[config.mk]
export PLATFORM = sky130hd
export DESIGN_NAME = resp_collector
export DESIGN_NICKNAME = d
export VERILOG_FILES = /design/src/rtl/resp_collector.sv
export SDC_FILE = /design/constraint.sdc
export NUM_CORES = 1
export LEC_CHECK = 0
export CAP_MARGIN = 10
export CORE_AREA = 5 5 77 79
export DETAILED_ROUTE_END_ITERATION = 7
export DIE_AREA = 0 0 82 84
export PLACE_DENSITY = 0.74
export SYNTH_ARGS = -nofsm -noshare
export SYNTH_HDL_FRONTEND = slang
export SYNTH_SLANG_ARGS = --single-unit
[constraint.sdc]
create_clock -name CK -period 1.5 [get_ports CK]
set_clock_uncertainty 0.15 [all_clocks]
set_input_delay 0.15 -clock CK [delete_from_list [all_inputs] [get_ports CK]]
set_output_delay 0.15 -clock CK [all_outputs]
set_load 0.02 [all_outputs]
[src/rtl/resp_collector.sv]
// resp_collector: gathers single-bit responses for a full sweep of NBITS-wide
// stimulus patterns into a 2**NBITS-bit word and hands it off with valid/ready.
// Out-of-order patterns raise a sticky seq_err for the current sweep.
// Optional feature: define RESP_GOLDEN_CMP_EN to add a golden-word comparison
// (golden / mismatch / mismatch_cnt ports) evaluated when the sweep completes.
module resp_collector #(
  parameter int NBITS = 5
) (
  input  logic                  CK,
  input  logic                  reset,
  input  logic                  in_valid,
  input  logic [NBITS-1:0]      in_pattern,
  input  logic                  in_resp,
  output logic                  in_ready,
  output logic                  out_valid,
  input  logic                  out_ready,
  output logic [(2**NBITS)-1:0] out_word,
  output logic                  seq_err,
  output logic                  done
`ifdef RESP_GOLDEN_CMP_EN
  ,
  input  logic [(2**NBITS)-1:0] golden,
  output logic                  mismatch,
  output logic [NBITS:0]        mismatch_cnt
`endif
);

  localparam int W = 2 ** NBITS;

  typedef enum logic [1:0] {
    IDLE    = 2'd0,
    COLLECT = 2'd1,
    DRAIN   = 2'd2
  } state_t;

  state_t             r_state;
  logic [W-1:0]       r_word;
  logic [NBITS-1:0]   r_expect;
  logic               r_seq_err;
  logic               r_done;
  logic               r_in_ready;
  logic               r_out_valid;

  logic               w_accept;
  logic               w_first;
  logic               w_last;
  logic [W-1:0]       w_word_upd;

  // A sample is taken only while the collector advertises ready.
  assign w_accept = in_valid & r_in_ready;
  assign w_first  = (in_pattern == '0);
  assign w_last   = (in_pattern == {NBITS{1'b1}});

  // Current word with the incoming response dropped into its pattern slot.
  always_comb begin
    w_word_upd             = r_word;
    w_word_upd[in_pattern] = in_resp;
  end

  // Sweep FSM: IDLE waits for pattern 0, COLLECT fills the word, DRAIN holds it
  // until the consumer takes it. All outputs are registered here.
  always_ff @(posedge CK or posedge reset) begin
    if (reset) begin
      r_state     <= IDLE;
      r_word      <= '0;
      r_expect    <= '0;
      r_seq_err   <= 1'b0;
      r_done      <= 1'b0;
      r_in_ready  <= 1'b1;
      r_out_valid <= 1'b0;
    end else begin
      case (r_state)
        IDLE: begin
          if (w_accept) begin
            if (w_first) begin
              // New sweep: previous word is discarded, only bit 0 is loaded.
              r_word    <= W'(in_resp);
              r_expect  <= NBITS'(1);
              r_seq_err <= 1'b0;
              r_done    <= 1'b0;
              r_state   <= COLLECT;
            end else begin
              // A sweep cannot start mid-sequence; drop the sample and flag it.
              r_seq_err <= 1'b1;
            end
          end
        end
        COLLECT: begin
          if (w_accept) begin
            // Out-of-order samples are still stored; only the flag records it.
            r_word   <= w_word_upd;
            r_expect <= in_pattern + 1'b1;
            if (in_pattern != r_expect) begin
              r_seq_err <= 1'b1;
            end
            if (w_last) begin
              r_state     <= DRAIN;
              r_in_ready  <= 1'b0;
              r_out_valid <= 1'b1;
            end
          end
        end
        DRAIN: begin
          // Word is frozen and inputs are ignored until the handoff.
          if (out_ready) begin
            r_done      <= 1'b1;
            r_out_valid <= 1'b0;
            r_in_ready  <= 1'b1;
            r_state     <= IDLE;
          end
        end
        default: begin
          r_state <= IDLE;
        end
      endcase
    end
  end

  assign in_ready  = r_in_ready;
  assign out_valid = r_out_valid;
  assign out_word  = r_word;
  assign seq_err   = r_seq_err;
  assign done      = r_done;

`ifdef RESP_GOLDEN_CMP_EN
  logic             r_mismatch;
  logic [NBITS:0]   r_mismatch_cnt;

  function automatic logic [NBITS:0] popcount(input logic [W-1:0] v);
    logic [NBITS:0] acc;
    acc = '0;
    for (int k = 0; k < W; k++) begin
      acc = acc + {{NBITS{1'b0}}, v[k]};
    end
    return acc;
  endfunction

  // Golden comparison is latched as the final word is formed and held for the sweep.
  always_ff @(posedge CK or posedge reset) begin
    if (reset) begin
      r_mismatch     <= 1'b0;
      r_mismatch_cnt <= '0;
    end else if ((r_state == IDLE) && w_accept && w_first) begin
      r_mismatch     <= 1'b0;
      r_mismatch_cnt <= '0;
    end else if ((r_state == COLLECT) && w_accept && w_last) begin
      r_mismatch     <= (w_word_upd != golden);
      r_mismatch_cnt <= popcount(w_word_upd ^ golden);
    end
  end

  assign mismatch     = r_mismatch;
  assign mismatch_cnt = r_mismatch_cnt;
`endif

endmodule
==> flow_metrics.env, run 1 <==
export IMPL_status="finished, violations left"
export IMPL_violations="negative setup slack"
export IMPL_io_pins=46
export IMPL_ys_seq_area_share_pct=47.6
export IMPL_worst_path_max_fanout=27
export IMPL_worstSetupEndpointType="flip-flop"
export IMPL_die_w_um=82
export IMPL_syn_area_per_cell_um2=9.35
export IMPL_synth_commonest_cells="o21ai_0 (62), dfrtp_1 (42), a21oi_1 (32), nand2_1 (17)"
export IMPL_synthAdderAreaFrac_pct=2.76
export IMPL_cp_data_required_time_ns=1.54
export IMPL_place_congestion=0.822
export IMPL_setup_viol=32
export IMPL_wl_um=5890
export IMPL_cp_slowest_stage_delay_ns=0.53
export IMPL_rows=27
export IMPL_start_util_pct=42.9
export IMPL_synth_mux_area_fraction_pct=0.498
export IMPL_grt_ovfl_total=0
export IMPL_numPortBuffers=45
export IMPL_cp_start_kind="flip-flop"
export IMPL_period_needed_ns=1.59
export IMPL_crit_arrival_ns=1.63
export IMPL_drc=0
export IMPL_critical_path_slowest_cell="dfstp_2"
export IMPL_drtIter0Drc=195
export IMPL_finalNetCount=329
export IMPL_cts_tree="built"
export IMPL_ant_nets=0
export IMPL_layout_drive_gt1_share_pct=25.4
export IMPL_cts_root_buf="clkbuf_8"
export IMPL_n_fill_cell=475
export IMPL_antenna_cells=0
export IMPL_rsz0062_at_grt="yes"
export IMPL_synth_top_cell_area_share_pct=46.4
export IMPL_ys_warn_count=0
export IMPL_cts_path_max_buffers=2
export IMPL_power_per_cell_area_nw_per_um2=849
export IMPL_insertion_delay_ns=0.30
export IMPL_regArea_um2=1080
export IMPL_num_vias=2076
export IMPL_clk_transition_reported_paths_ns=0.08
export IMPL_hpwlAfterDp_um=4180
export IMPL_die_y_um=84
export IMPL_syn_inst=242
export IMPL_post_route_period_util_pct=106
export IMPL_grt_usage_pct=18.2
export IMPL_antenna_found_initial=0
export IMPL_syn2layout_area_growth_pct=40.9
export IMPL_finalHoldViolations=0
export IMPL_cts_buffers=5
export IMPL_setup_worst_path_class="reg -> reg"
export IMPL_core_area_um2=5270
export IMPL_first_global_vias=2051
export IMPL_hp_class="in -> async"
export IMPL_post_place_cells=376
export IMPL_synth_area_leader_cell="dfrtp_1"
export IMPL_synth_top_family_by_area="compound AO/OA/AOI/OAI gates"
export IMPL_via_per_inst=5.36
export IMPL_crit_chain="and3b_2 -> buf_6 -> o21ai_4 -> buf_12 -> o21ai_0 -> o21ai_1"
export IMPL_ir_drop_uv=652
export IMPL_grt_start_max_net_pins=28
export IMPL_async_flop_share_pct=100
export IMPL_syn_area_um2=2260
export IMPL_synthXorXnorAreaFrac_pct=2.71
export IMPL_maxSlewHeadroom_pct=76.5
export IMPL_ys_ff_latch=43
export IMPL_h_tree_depth=2
export IMPL_yosysMostFrequentCell="o21ai_0"
export IMPL_worst_pin_slew_ns=0.350
export IMPL_maxSlewViolCount=0
export IMPL_grt_pass1_wl_um=9760
export IMPL_synth_simple_area_share_pct=14.4
export IMPL_synth_edf_count=0
export IMPL_dr_pass1_iters=4
export IMPL_cts_sinks=43
export IMPL_synthFlopType="dfrtp_1"
export IMPL_fin_hold_ws_ns=0.0603
export IMPL_holdBufCountCts=0
export IMPL_netlist_top_cells_area="dfrtp_1 (46%), o21ai_0 (14%), a21oi_1 (7.1%)"
export IMPL_dieArea_um2=6890
export IMPL_stdcell_count=387
export IMPL_fmaxAchievable_mhz=631
export IMPL_syn_nets=257
export IMPL_wl_per_cell_um=15.2
export IMPL_drv_cap=0
export IMPL_fin_ws_ns=-0.0859
export IMPL_synth_compound_area_share_pct=25.5
export IMPL_p_leak_uw=0.00160
export IMPL_multi_input_area_um2=1120
export IMPL_yosysUniqueCellTypes=38
==> final timing paths <==
| check | startpoint | to | slack, ns | depth (start not counted) |
|---|---|---|---|---|
| setup reg to reg | in_ready$_DFFE_PP1P_ | out_word[26]$_DFFE_PP0P_ | -0.09 | 6 |
| max in group asynchronous | reset | out_word[20]$_DFFE_PP0P_ | 0.86 | 3 |
| setup / recovery | in_ready$_DFFE_PP1P_ | out_word[26]$_DFFE_PP0P_ | -0.09 | 6 |
| hold / removal | reset | out_word[24]$_DFFE_PP0P_ | 0.06 | 3 |
| min in group CK | in_pattern[3] | out_word[31]$_DFFE_PP0P_ | 0.29 | 5 |
| hold reg to reg | out_word[28]$_DFFE_PP0P_ | out_word[28]$_DFFE_PP0P_ | 0.35 | 2 |
==> worst max-delay path, delay by kind of cell (launching register included) <==
kind	cells	cell delay (ns)
buffers and inverters	2	0.29
DFF	1	0.53
and+or+nand+nor	1	0.20
AOI/OAI and AO/OA	3	0.31
==> report_power, final <==
part / switching [µW] / leakage (µW) / total [µW] / internal (µW)
Combinational: 313 / 0.000955 / 550 / 237
Sequential: 38.0 / 0.000588 / 1240 / 1210
Clock: 416 / 0.0000581 / 912 / 496
==> cell families after synthesis <==
family,Yosys count
flops,43
simple gates,55
xor+xnor,7
fa+ha+maj,5
compound gates,107
mux,1
buf+inv,24
==> cell usage in the layout, fill, tap and decap left out, types with 2 or more instances in the layout <==
cell type        synthesis  layout
a21oi_1                 32      32
a31oi_1                  5       4
and3_1                   3       2
and3b_1                  3       2
buf_12                   0       5
buf_4                    1      31
buf_6                    6       4
clkbuf_8                 0       5
clkdlybuf4s50_1          0       4
dfrtp_1                 42      42
dlygate4sd2_1            0      39
ha_1                     5       2
ha_2                     0       2
inv_1                    3       2
nand2_1                 17      14
nand2_2                  2       4
nand2_4                  2       3
nand2b_1                 4       4
nand3_1                  5       5
nand3b_1                 2       2
nor2_1                   4       4
nor2b_1                  3       3
nor3b_1                  3       3
o21ai_0                 62       6
o21ai_1                  2      51
o21ai_2                  0       7
o31ai_2                  2       2
xnor2_1                  5       5
xor2_1                   2       2
==> state kept, by name (all words and copies together), names as in the netlist <==
signal	count
done	1
in_ready	1
out_valid	1
out_word	32
r_expect	5
r_state	2
seq_err	1
==> cell type report <==
class                      count  share of cell area (%)
multi-input combinational    175                    35.0
clock buffer                   5                    2.16
inverter                       3                   0.353
sequential                    43                    33.8
tap                           72                    2.82
clock inverter                 3                    1.37
timing repair buffer          86                    24.5
==> metal layers <==
layer  global-route usage (%)  vias up  part of all wire [%]
li1                         -     1009                     -
met1                     24.6      979                    43
met2                     27.4       78                    49
met3                     4.10       10                   6.2
met4                     8.16        0                   1.7
met5                        0        -                     0
==> what timing repair did <==
item | CTS | global route
hold endpoints to repair | 0 | 0
setup buffers | 1 | 1
gates cloned | 0 | 1
endpoints found under the setup margin | 75 | 41
gates resized for setup | 77 | 17
pin swaps | 0 | 2
==> per-stage QoR <==
step | instance area (µm²) | TNS, ns | power [µW] | util (%) | setup slack [ns]
finish | 3190 | -1.41 | 2710 | 60.5 | -0.0859
global placement | 3020 | -15.24 | 1780 | 57.3 | -0.392
detailed placement | 3020 | -17.08 | 1790 | 57.3 | -0.460
global route | 3190 | -3.67 | 2830 | 60.5 | -0.132
CTS | 3130 | -1.46 | 2690 | 59.4 | -0.0707
floorplan | 2270 | -3.88 | 1570 | - | -0.168
(Power assumes the default switching activity.)
==> run 2: changes to the inputs <==
--- a/config.mk
+++ b/config.mk
@@ -7,8 +7,10 @@
 export LEC_CHECK = 0
 export CAP_MARGIN = 10
 export CORE_AREA = 5 5 77 79
+export CTS_CLUSTER_DIAMETER = 30
 export DETAILED_ROUTE_END_ITERATION = 7
 export DIE_AREA = 0 0 82 84
+export GPL_TIMING_DRIVEN = 0
 export PLACE_DENSITY = 0.74
 export SYNTH_ARGS = -nofsm -noshare
 export SYNTH_HDL_FRONTEND = slang
==> flow_metrics.env, run 2 (synthesis results as in run 1) <==
export IMPL_dr_pass1_iters=4
export IMPL_grt_usage_pct=18.5
export IMPL_wl_per_cell_um=16.8
export IMPL_num_vias=2082
export IMPL_cts_buffers=5
export IMPL_cts_sinks=43
export IMPL_hp_class="in -> reg"
export IMPL_antenna_cells=0
export IMPL_finalPower_uw=2520
export IMPL_grt_util_met1_pct=25.4
export IMPL_drc=0
export IMPL_numPortBuffers=44
export IMPL_dpl_cell_area_um2=2800
export IMPL_drtIter0Drc=220
export IMPL_start_util_pct=42.9
export IMPL_finalNetCount=321
export IMPL_fmaxAchievable_mhz=614
export IMPL_stdcell_count=378
export IMPL_met3_usage_pct=4.97
export IMPL_wl_um=6370
export IMPL_insertion_delay_ns=0.30
export IMPL_p_leak_uw=0.00156
export IMPL_fin_ws_ns=-0.128
export IMPL_cp_data_required_time_ns=1.57
export IMPL_crit_arrival_ns=1.70
export IMPL_final_cell_mix="dfrtp_1 (41), o21ai_1 (38), dlygate4sd2_1 (36), a21oi_1 (30), o21ai_2 (19)"
export IMPL_worst_pin_slew_ns=0.893
export IMPL_place_congestion=0.865
export IMPL_worst_path_max_fanout=7
export IMPL_maxSlewViolCount=0
export IMPL_busiest_layer="met2"
export IMPL_cts_path_max_buffers=2
export IMPL_via_per_inst=5.51
export IMPL_finalHoldViolations=0
export IMPL_ant_nets=0
export IMPL_status="finished, violations left"
export IMPL_design_area_um2=3130
export IMPL_setup_viol=36
export IMPL_ir_drop_uv=440
export IMPL_antenna_found_initial=0
export IMPL_layout_cells_most_common="dfrtp_1"
export IMPL_rsz0062_at_grt="yes"
export IMPL_hpwlAfterDp_um=4150
export IMPL_h_tree_depth=2
export IMPL_r2r_setup_slack_ns=-0.13
export IMPL_period_needed_ns=1.63
export IMPL_grt_start_max_net_pins=44
export IMPL_post_route_period_util_pct=109
export IMPL_grt_pass1_wl_um=9990
export IMPL_holdBufCountCts=0
export IMPL_io_pins=46
export IMPL_post_place_cells=358
export IMPL_use_met2_pct=28.0
export IMPL_worstSetupEndpointType="flip-flop"
export IMPL_grt_ovfl_total=0
export IMPL_maxSlewHeadroom_pct=40.4
export IMPL_drv_cap=0
export IMPL_die_y_um=84
export IMPL_setup_worst_path_class="reg -> reg"
export IMPL_die_w_um=82
export IMPL_core_area_um2=5270
export IMPL_dieArea_um2=6890
export IMPL_cp_start_kind="flip-flop"
export IMPL_syn2layout_area_growth_pct=38.1
export IMPL_layout_drive_gt1_share_pct=28.8
export IMPL_cts_tree="built"
export IMPL_cts_root_buf="clkbuf_8"
export IMPL_power_per_cell_area_nw_per_um2=807
export IMPL_post_place_ws_ns=-0.987
export IMPL_first_global_vias=1995
export IMPL_rows=27
export IMPL_largest_reg_flops=32
export IMPL_violations="negative setup slack"
export IMPL_clk_transition_reported_paths_ns=0.08
==> run 2: layer usage <==
metal / share of wire (%) / vias to the layer above / wire length [µm]
met1: 43 / 1004 / 2730
met3: 6.5 / 17 / 417
met4: 2.4 / 0 / 155
met5: 0 / - / 0
met2: 48 / 69 / 3070
li1: - / 992 / -
==> run 2: what timing repair did <==
action / CTS / global route
hold endpoints to repair: 0 / 0
buffers inserted: 6 / 5
resized for setup: 94 / 40
gates cloned: 1 / 2
setup endpoints to repair: 79 / 39
pin swaps: 15 / 7
==> run 2: area by class of cell <==
cell class	instances	area, µm²
Buffer	21	174
Clock buffer	6	82.6
Clock inverter	1	5.00
Fill cell	487	2140
Inverter	3	11.3
Multi-Input combinational cell	175	1190
Sequential cell	43	1080
Tap cell	72	90.1
Timing Repair Buffer	57	490
==> run 2: power breakdown <==
part / internal (µW) / total, µW / switching (µW) / leakage, µW
logic: 193 / 522 / 329 / 0.000923
clock network: 362 / 761 / 399 / 0.0000470
registers: 1210 / 1240 / 35.7 / 0.000586
total: 1760 / 2520 / 764 / 0.00156
==> run 2: path summary, 6_finish.rpt <==
path | startpoint | endpoint | depth (start not counted)
setup / recovery | in_ready$_DFFE_PP1P_ | out_word[27]$_DFFE_PP0P_ | 6
hold / removal | in_pattern[0] | r_expect[0]$_DFFE_PP0P_ | 3
setup reg to reg | in_ready$_DFFE_PP1P_ | out_word[27]$_DFFE_PP0P_ | 6
hold reg to reg | out_word[14]$_DFFE_PP0P_ | out_word[14]$_DFFE_PP0P_ | 2
max in group asynchronous | reset | r_state[1]$_DFFE_PP0P_ | 2
min in group asynchronous | reset | out_word[3]$_DFFE_PP0P_ | 2
==> run 2: worst max-delay path, stage by stage (launching register included) <==
cell	delay [ns]
dfstp_2	0.54
and3b_1	0.16
buf_6	0.11
and3_4	0.19
buf_12	0.15
nand2_2	0.10
o21ai_1	0.15
==> run 2: through the flow <==
step,setup TNS (ns),hold WS [ns],util [%]
2_1_floorplan,-3.88,0.107,-
3_3_place_gp,-64.53,0.331,53.2
3_5_place_dp,-38.05,0.342,53.2
4_1_cts,-2.91,0.0988,57.1
5_1_grt,-5.96,0.100,59.3
6_report,-3.31,0.0809,59.3
